## src/rtl/ni_flit_injector.sv

```systemverilog
// Credit-gated packet-to-flit injector feeding a NoC router local port.
// state | meaning
// IDLE  | waiting for a packet request
// HDR   | header flit pending a credit on the packet's VC
// BODY  | streaming body flits while credits and payload are available
module ni_flit_injector #(
    parameter int V    = 2,
    parameter int B    = 4,
    parameter int Fpay = 32,
    parameter int EAw  = 2,
    parameter int LENw = 8,
    parameter int Fw   = Fpay + V + 2,
    parameter int VCw  = (V > 1) ? $clog2(V) : 1
) (
    input  logic            clk,
    input  logic            reset,
    input  logic [EAw-1:0]  current_e_addr,
    input  logic            req_valid,
    output logic            req_ready,
    input  logic [EAw-1:0]  req_dest,
    input  logic [VCw-1:0]  req_vc,
    input  logic [LENw-1:0] req_len,
    input  logic            data_valid,
    output logic            data_ready,
    input  logic [Fpay-1:0] data,
    output logic [Fw-1:0]   flit_out,
    output logic            flit_out_wr,
    input  logic [V-1:0]    credit_in,
    output logic            busy,
    output logic            credit_err
);

    localparam int CNTw = $clog2(B + 1);
    localparam logic [CNTw-1:0] B_CNT = CNTw'(B);

    typedef enum logic [1:0] {IDLE, HDR, BODY} state_t;

    state_t                     state;
    logic [V-1:0][CNTw-1:0]     cnt;
    logic [EAw-1:0]             dest_q;
    logic [VCw-1:0]             vc_q;
    logic [LENw-1:0]            len_q;
    logic [LENw-1:0]            remaining;

    logic                       avail;
    logic                       send;
    logic [V-1:0]               vc_oh;
    logic [Fpay-1:0]            hdr_payload;

    always_comb begin
        avail = (cnt[vc_q] != '0);
        send  = 1'b0;
        if (state == HDR)
            send = avail;
        else if (state == BODY)
            send = avail && data_valid;
        vc_oh        = '0;
        vc_oh[vc_q]  = 1'b1;
        hdr_payload  = '0;
        hdr_payload[EAw-1:0]             = dest_q;
        hdr_payload[2*EAw-1:EAw]         = current_e_addr;
        hdr_payload[2*EAw+LENw-1:2*EAw]  = len_q;
    end

    // Ready signals are gated by reset so nothing is accepted while the block is held.
    assign req_ready  = reset && (state == IDLE);
    assign data_ready = reset && (state == BODY) && avail;

    always_ff @(posedge clk) begin
        if (!reset) begin
            state       <= IDLE;
            cnt         <= {V{B_CNT}};
            dest_q      <= '0;
            vc_q        <= '0;
            len_q       <= '0;
            remaining   <= '0;
            flit_out    <= '0;
            flit_out_wr <= 1'b0;
            busy        <= 1'b0;
            credit_err  <= 1'b0;
        end else begin
            flit_out_wr <= 1'b0;
            case (state)
                IDLE: begin
                    if (req_valid) begin
                        dest_q <= req_dest;
                        vc_q   <= req_vc;
                        len_q  <= req_len;
                        state  <= HDR;
                        busy   <= 1'b1;
                    end
                end
                HDR: begin
                    if (send) begin
                        flit_out    <= {1'b1, (len_q == '0), vc_oh, hdr_payload};
                        flit_out_wr <= 1'b1;
                        remaining   <= len_q;
                        if (len_q == '0) begin
                            state <= IDLE;
                            busy  <= 1'b0;
                        end else begin
                            state <= BODY;
                        end
                    end
                end
                BODY: begin
                    if (send) begin
                        flit_out    <= {1'b0, (remaining == LENw'(1)), vc_oh, data};
                        flit_out_wr <= 1'b1;
                        remaining   <= remaining - LENw'(1);
                        if (remaining == LENw'(1)) begin
                            state <= IDLE;
                            busy  <= 1'b0;
                        end
                    end
                end
                default: begin
                    state <= IDLE;
                    busy  <= 1'b0;
                end
            endcase

            // A send and a credit return on the same VC cancel out.
            for (int v = 0; v < V; v++) begin
                if (credit_in[v] && !(send && (vc_q == VCw'(v)))) begin
                    if (cnt[v] == B_CNT)
                        credit_err <= 1'b1;
                    else
                        cnt[v] <= cnt[v] + CNTw'(1);
                end else if (!credit_in[v] && send && (vc_q == VCw'(v))) begin
                    cnt[v] <= cnt[v] - CNTw'(1);
                end
            end
        end
    end

endmodule

```

## config.mk

```make
export PLATFORM = sky130hd
export DESIGN_NAME = ni_flit_injector
export DESIGN_NICKNAME = d
export VERILOG_FILES = /design/src/rtl/ni_flit_injector.sv
export SDC_FILE = /design/constraint.sdc
export NUM_CORES = 1
export LEC_CHECK = 0
export ABC_AREA = 0
export BUFFER_PORTS_ARGS = -buffer_cell sky130_fd_sc_hd__buf_2
export CORE_MARGIN = 3
export CORE_UTILIZATION = 39
export CTS_CLUSTER_DIAMETER = 30
export DETAILED_ROUTE_END_ITERATION = 12
export GPL_TIMING_DRIVEN = 1
export PLACE_DENSITY = 0.73
export SLEW_MARGIN = 10
export SYNTH_ARGS = -nofsm -noshare
export SYNTH_HDL_FRONTEND = slang
export SYNTH_SLANG_ARGS = --single-unit
```

## constraint.sdc

```tcl
create_clock -name clk -period 3.45 [get_ports clk]
set_clock_uncertainty 0.2 [all_clocks]
set_input_delay 0 -clock clk [delete_from_list [all_inputs] [get_ports clk]]
set_output_delay 0 -clock clk [all_outputs]
set_load 0.05 [all_outputs]
```

# After elaboration in Yosys (flattened, before gate mapping)
# Index checks and enable logic that the tools add are counted.
# totals
reg_bits,66
latch_bits,0
mem_bits_rw,0
mem_bits_ro,0
inputBits,51
out_inout_bits,41
wordCells,97
mem_count,0
# op_classes
add_sub_neg,5
mul,0
n_div,0
n_lt_le_gt_ge,2
n_eq_ne,12
n_shift,0
n_mux,35
n_bitwise,1
n_reduce_logical,31
# ops
cell,count
2-to-1 mux 36 bit,2
case mux 36 bit (2 select lines),1
2-to-1 mux 3 bit,8
2-to-1 mux 8 bit,2
case mux 8 bit (2 select lines),1
logical AND 1 bit,13
2-to-1 mux 1 bit,13
2-to-1 mux 2 bit,5
"!= test 2 bit, second input constant",5
"== test 8 x 1 -> 1 bit, second input constant",1
zero test 8 bit,1
AND reduction 2 bit,4
"subtractor 8 x 1 -> 8 bit, second input constant",1
"adder 3 x 1 -> 3 bit, second input constant",2
"== test 3 bit, second input constant",2
case mux 2 bit (3 select lines),1
nonzero test 2 bit,3
"subtractor 3 x 1 -> 3 bit, second input constant",2
AND reduction 5 bit,1
zero test 1 bit,4
"!= test 2 x 1 -> 1 bit, second input constant",2
AND reduction 4 bit,1
case mux 1 bit (3 select lines),1
AND reduction 3 bit,1
other kinds (9),9

# Longest topological paths before layout
# depth
depth_word,12
ltp_mapped,9
ltp_nobuf,9

# Least setup slack after synthesis
# No wires, ideal clock.
# synth_timing
kind,register -> output
from,reg state[0]
to,out data_ready
t_arrival_ns,2.504
required_ns,3.250
setup_slack_ns,0.746
stages_incl_launch_ff,6
path_buffers,1
cell_sequence,dfxtp_1 > inv_1 > ha_1 > buf_2 > clkinv_1 > nor4_1
# synth_between
elab_chain_len,3
# synth_lines
item,line,rtl
from (decl),38,state_t state;
from (signal assigned),71,state <= IDLE;
from (signal assigned),89,state <= HDR;
from (signal assigned),99,state <= IDLE;
== test 2 bit,67,assign data_ready = reset && (state == BODY) && avail;
logical AND 1 bit (2 in a row),67,
to (decl),24,"output logic data_ready,"
# No other way between the ends.

# Worst setup path in the final report
# layout_timing
from,reg state[1]
to,reg cnt[2] (netlist name)
# layout_between
elab_chain_len,8
word_cells_on_any_way,13
classes_between,eq/ne: 3; mux: 3; reduce/logical: 7
# layout_lines
item,line,rtl
== test 2 bit,55,else if (state == BODY)
2-to-1 mux 1 bit,55,
2-to-1 mux 1 bit (*),53,if (state == HDR)
logical AND 1 bit,125,if (credit_in[v] && !(send && (vc_q == VCw'(v)))) begin
zero test 1 bit,125,
logical AND 1 bit,125,
!= test 2 bit (no line) or nonzero test 2 bit (tied branches),--,
AND reduction 2 bit (no line),--,
to (signal assigned),72,cnt <= {V{B_CNT}};
"to (signal, indexed assignment)",129,cnt[v] <= cnt[v] + CNTw'(1);
"to (signal, indexed assignment)",131,cnt[v] <= cnt[v] - CNTw'(1);
to (decl),39,logic [V-1:0][CNTw-1:0] cnt;
# Mark *: on every way between the ends. The rest lies on a longest branch, timed or not.
# A chain may end at the register's enable or synchronous reset.

==> metrics.cfg <==
[detailed_routing]
drt_iter0_drc = 295
wl_um = 9302
via_per_inst = 5.434
vias = 3277
detail-route-antenna-nets = 0
drc = 0
wl_per_cell_um = 15.43
first_pass_iters = 5

[timing]
max_freq_ghz = 0.3843
setup_violations = 0
rsz0062_at_grt = no
relSlewSlack = 0.2876
slew_violations = 0
finalCriticalPeriod_ns = 2.602
period_share = 0.7541
hold_viol_final = 0
worst_pin_slew_ns = 1.069
final.setup.tns_ns = 0

[setup_path]
cp.arrival_ns = 2.66
cp-end-kind = flip-flop
start_kind = flip-flop
worstPathRequired_ns = 3.51
crit_path_max_fanout = 8
criticalPathCategory = reg2reg

[placed_design]
dp_cells = 537
hpwl_um = 5738
gp_congestion = 0.8103
io_buffers = 91

[die]
dieArea_um2 = 8994
fp-row-count = 31
die_h_um = 94.84
core_area_um2 = 7447
initial_core_util = 0.4133
die_x_um = 94.84
io_pins = 92

[final_layout]
fillers = 701
syn2layout_area_growth_pct = 39.39
stdcell_count = 603
final_util = 0.5761
nNetsFinal = 557
final_layout_size_suffix_gt1_frac = 0.2386

[yosys]
ys_ff_latch = 66
synth_edf_count = 0
yosys_most_used_dff = dfxtp_1
synthCells = 366
syn-num-nets = 424
async_flop_share = 0
avgSynthCellArea_um2 = 8.410
netlist_area_um2 = 3078
ys_warn_count = 0
ys_types = 54
yosysSeqAreaShare = 0.4293

[grt]
grt_max_degree = 60
grt_usage = 0.2133
grt_first_pass_wirelength_um = 15270
antenna_found_initial = 0
gr-total-overflow = 0
grt_pass1_vias = 3250

[pwr]
p_total_mw = 2.237
power_density_nw_per_um2 = 521.4
ir_worst_vdd_mv = 0.2661
p_leak_nw = 1.819

[cts]
clk_latency_ns = 0.34
cts.clk_slew.worst_paths_ns = 0.07
numCtsBuffers = 9
root_buffer = clkbuf_8
clockBufferDepth = 2
htreeDepth = 3
cts_setup_buffers = 0
cts.sinks = 66
cts_tree = yes

[flow_run]
max_cap_viol_count = 0

[status]
status = completed

[hold_path]
hold_class = in2reg

-- registers in the layout, summed over array words and instances (netlist names), 2 cells and up --
register	cells
remaining	8
flit_out	36
cnt	6
len_q	8
state	2
dest_q	2
-- area by class of cell --
class	count	area, µm²	share of cell area
Timing Repair Buffer	147	1001	0.2333
Tap cell	99	123.9	0.02887
Inverter	9	33.78	0.007874
Multi-Input combinational cell	266	1614	0.3762
Sequential cell	66	1321	0.3080
Antenna cell	1	2.502	0.0005833
Clock buffer	11	141.4	0.03295
Clock inverter	4	52.55	0.01225
-- kinds of logic (layout without fill, tap and decap cells) --
group,Yosys count,count (layout),share of synthesized area
compound gates,114,114,0.2541
xor+xnor,2,2,0.005692
fa+ha+maj,7,7,0.03333
buf+inv,34,171,0.04796
flops,66,66,0.4293
mux,5,5,0.01626
other cells,0,1,0
simple gates,138,138,0.2134
-- metrics by stage --
stage,hold WS (ns),setup slack (ns),area [µm²]
2_1_floorplan,-0.06404,0.7463,3078
3_3_place_gp,0.03338,0.9686,3593
3_5_place_dp,0.04676,0.8907,3593
4_1_cts,0.1160,0.8641,4288
5_1_grt,0.1619,0.7002,4288
6_report,0.1402,0.8482,4290
-- what timing repair did --
item | in CTS | in global routing
setup endpoints to repair | 0 | 0
hold buffers | 50 | 0
hold endpoints to repair | 58 | 0
resized for setup | 0 | 0
-- power breakdown --
part / internal [mW] / switching (mW) / leakage (nW)
registers: 0.833 / 0.0707 / 0.537
clock network: 0.351 / 0.297 / 0.0994
logic: 0.245 / 0.440 / 1.18
-- metal layers --
layer,global-route usage,routed length (µm)
met4,0.08894,202
met3,0.04462,623
met1,0.2627,3912
met2,0.3605,4562
met5,0,0
-- critical path: stages, from the launching register on --
cell      delay, ns
dfxtp_1        0.35
inv_1          0.07
ha_1           0.26
a21o_1         0.24
nand2_1        0.10
o21ai_0        0.11
fa_1           0.41
or3_1          0.38
o31a_1         0.25
o211ai_1       0.14
-- worst paths after layout --
path                    from        end  slack, ns  cells after the start
hold / removal    data_valid   state[1]       0.14                      5
hold reg to reg    dest_q[1]  dest_q[1]       0.26                      2
setup / recovery    state[1]     cnt[2]       0.85                      9
setup reg to reg    state[1]     cnt[2]       0.85                      9
-- cell usage after synthesis (2+ instances only) --
cell type   n  area share
nor2b_1     6       0.012
o21ai_0    15       0.024
a32oi_1     3      0.0085
o211ai_1    7       0.017
fa_1        2       0.013
a41oi_1     2      0.0057
nand4_1     2      0.0041
inv_1       7      0.0085
mux2i_1     5       0.016
a31oi_1    10       0.020
and3_1      4      0.0081
nand3_1     4      0.0065
nand2_1    51       0.062
or4_1       2      0.0049
nor4_1      2      0.0041
a21o_1      3      0.0073
buf_2       7       0.011
or3_1       7       0.014
o31a_1      2      0.0057
buf_4       3      0.0073
a211oi_1    5       0.012
o21a_1      3      0.0073
xor2_1      2      0.0057
nor3_1      8       0.013
nand2b_1    3      0.0061
dfxtp_1    66        0.43
clkbuf_1   14       0.017
a311oi_1    2      0.0057
a22oi_1    20       0.049
ha_1        5       0.020
a21oi_1    27       0.044
o211a_1     2      0.0065
nor2_1     44       0.054
-- cell usage in the layout (no fill, tap or decap), types with 3 or more instances in the layout --
cell	Yosys	final
or3_1	7	7
buf_4	3	6
a31oi_1	10	10
nor3_1	8	7
o211ai_1	7	7
dfxtp_1	66	66
a32oi_1	3	3
mux2i_1	5	5
a22oi_1	20	20
o21a_1	3	3
inv_1	7	7
clkbuf_8	0	10
o21ai_0	15	15
nor2_1	44	44
and3_1	4	4
nand2_1	51	51
nor2b_1	6	6
a211oi_1	5	5
nand3_1	4	4
nand2b_1	3	3
a21o_1	3	3
buf_2	7	91
ha_1	5	5
a21oi_1	27	27
dlygate4sd3_1	0	50
Note: power is estimated with default switching activity, not from simulation.
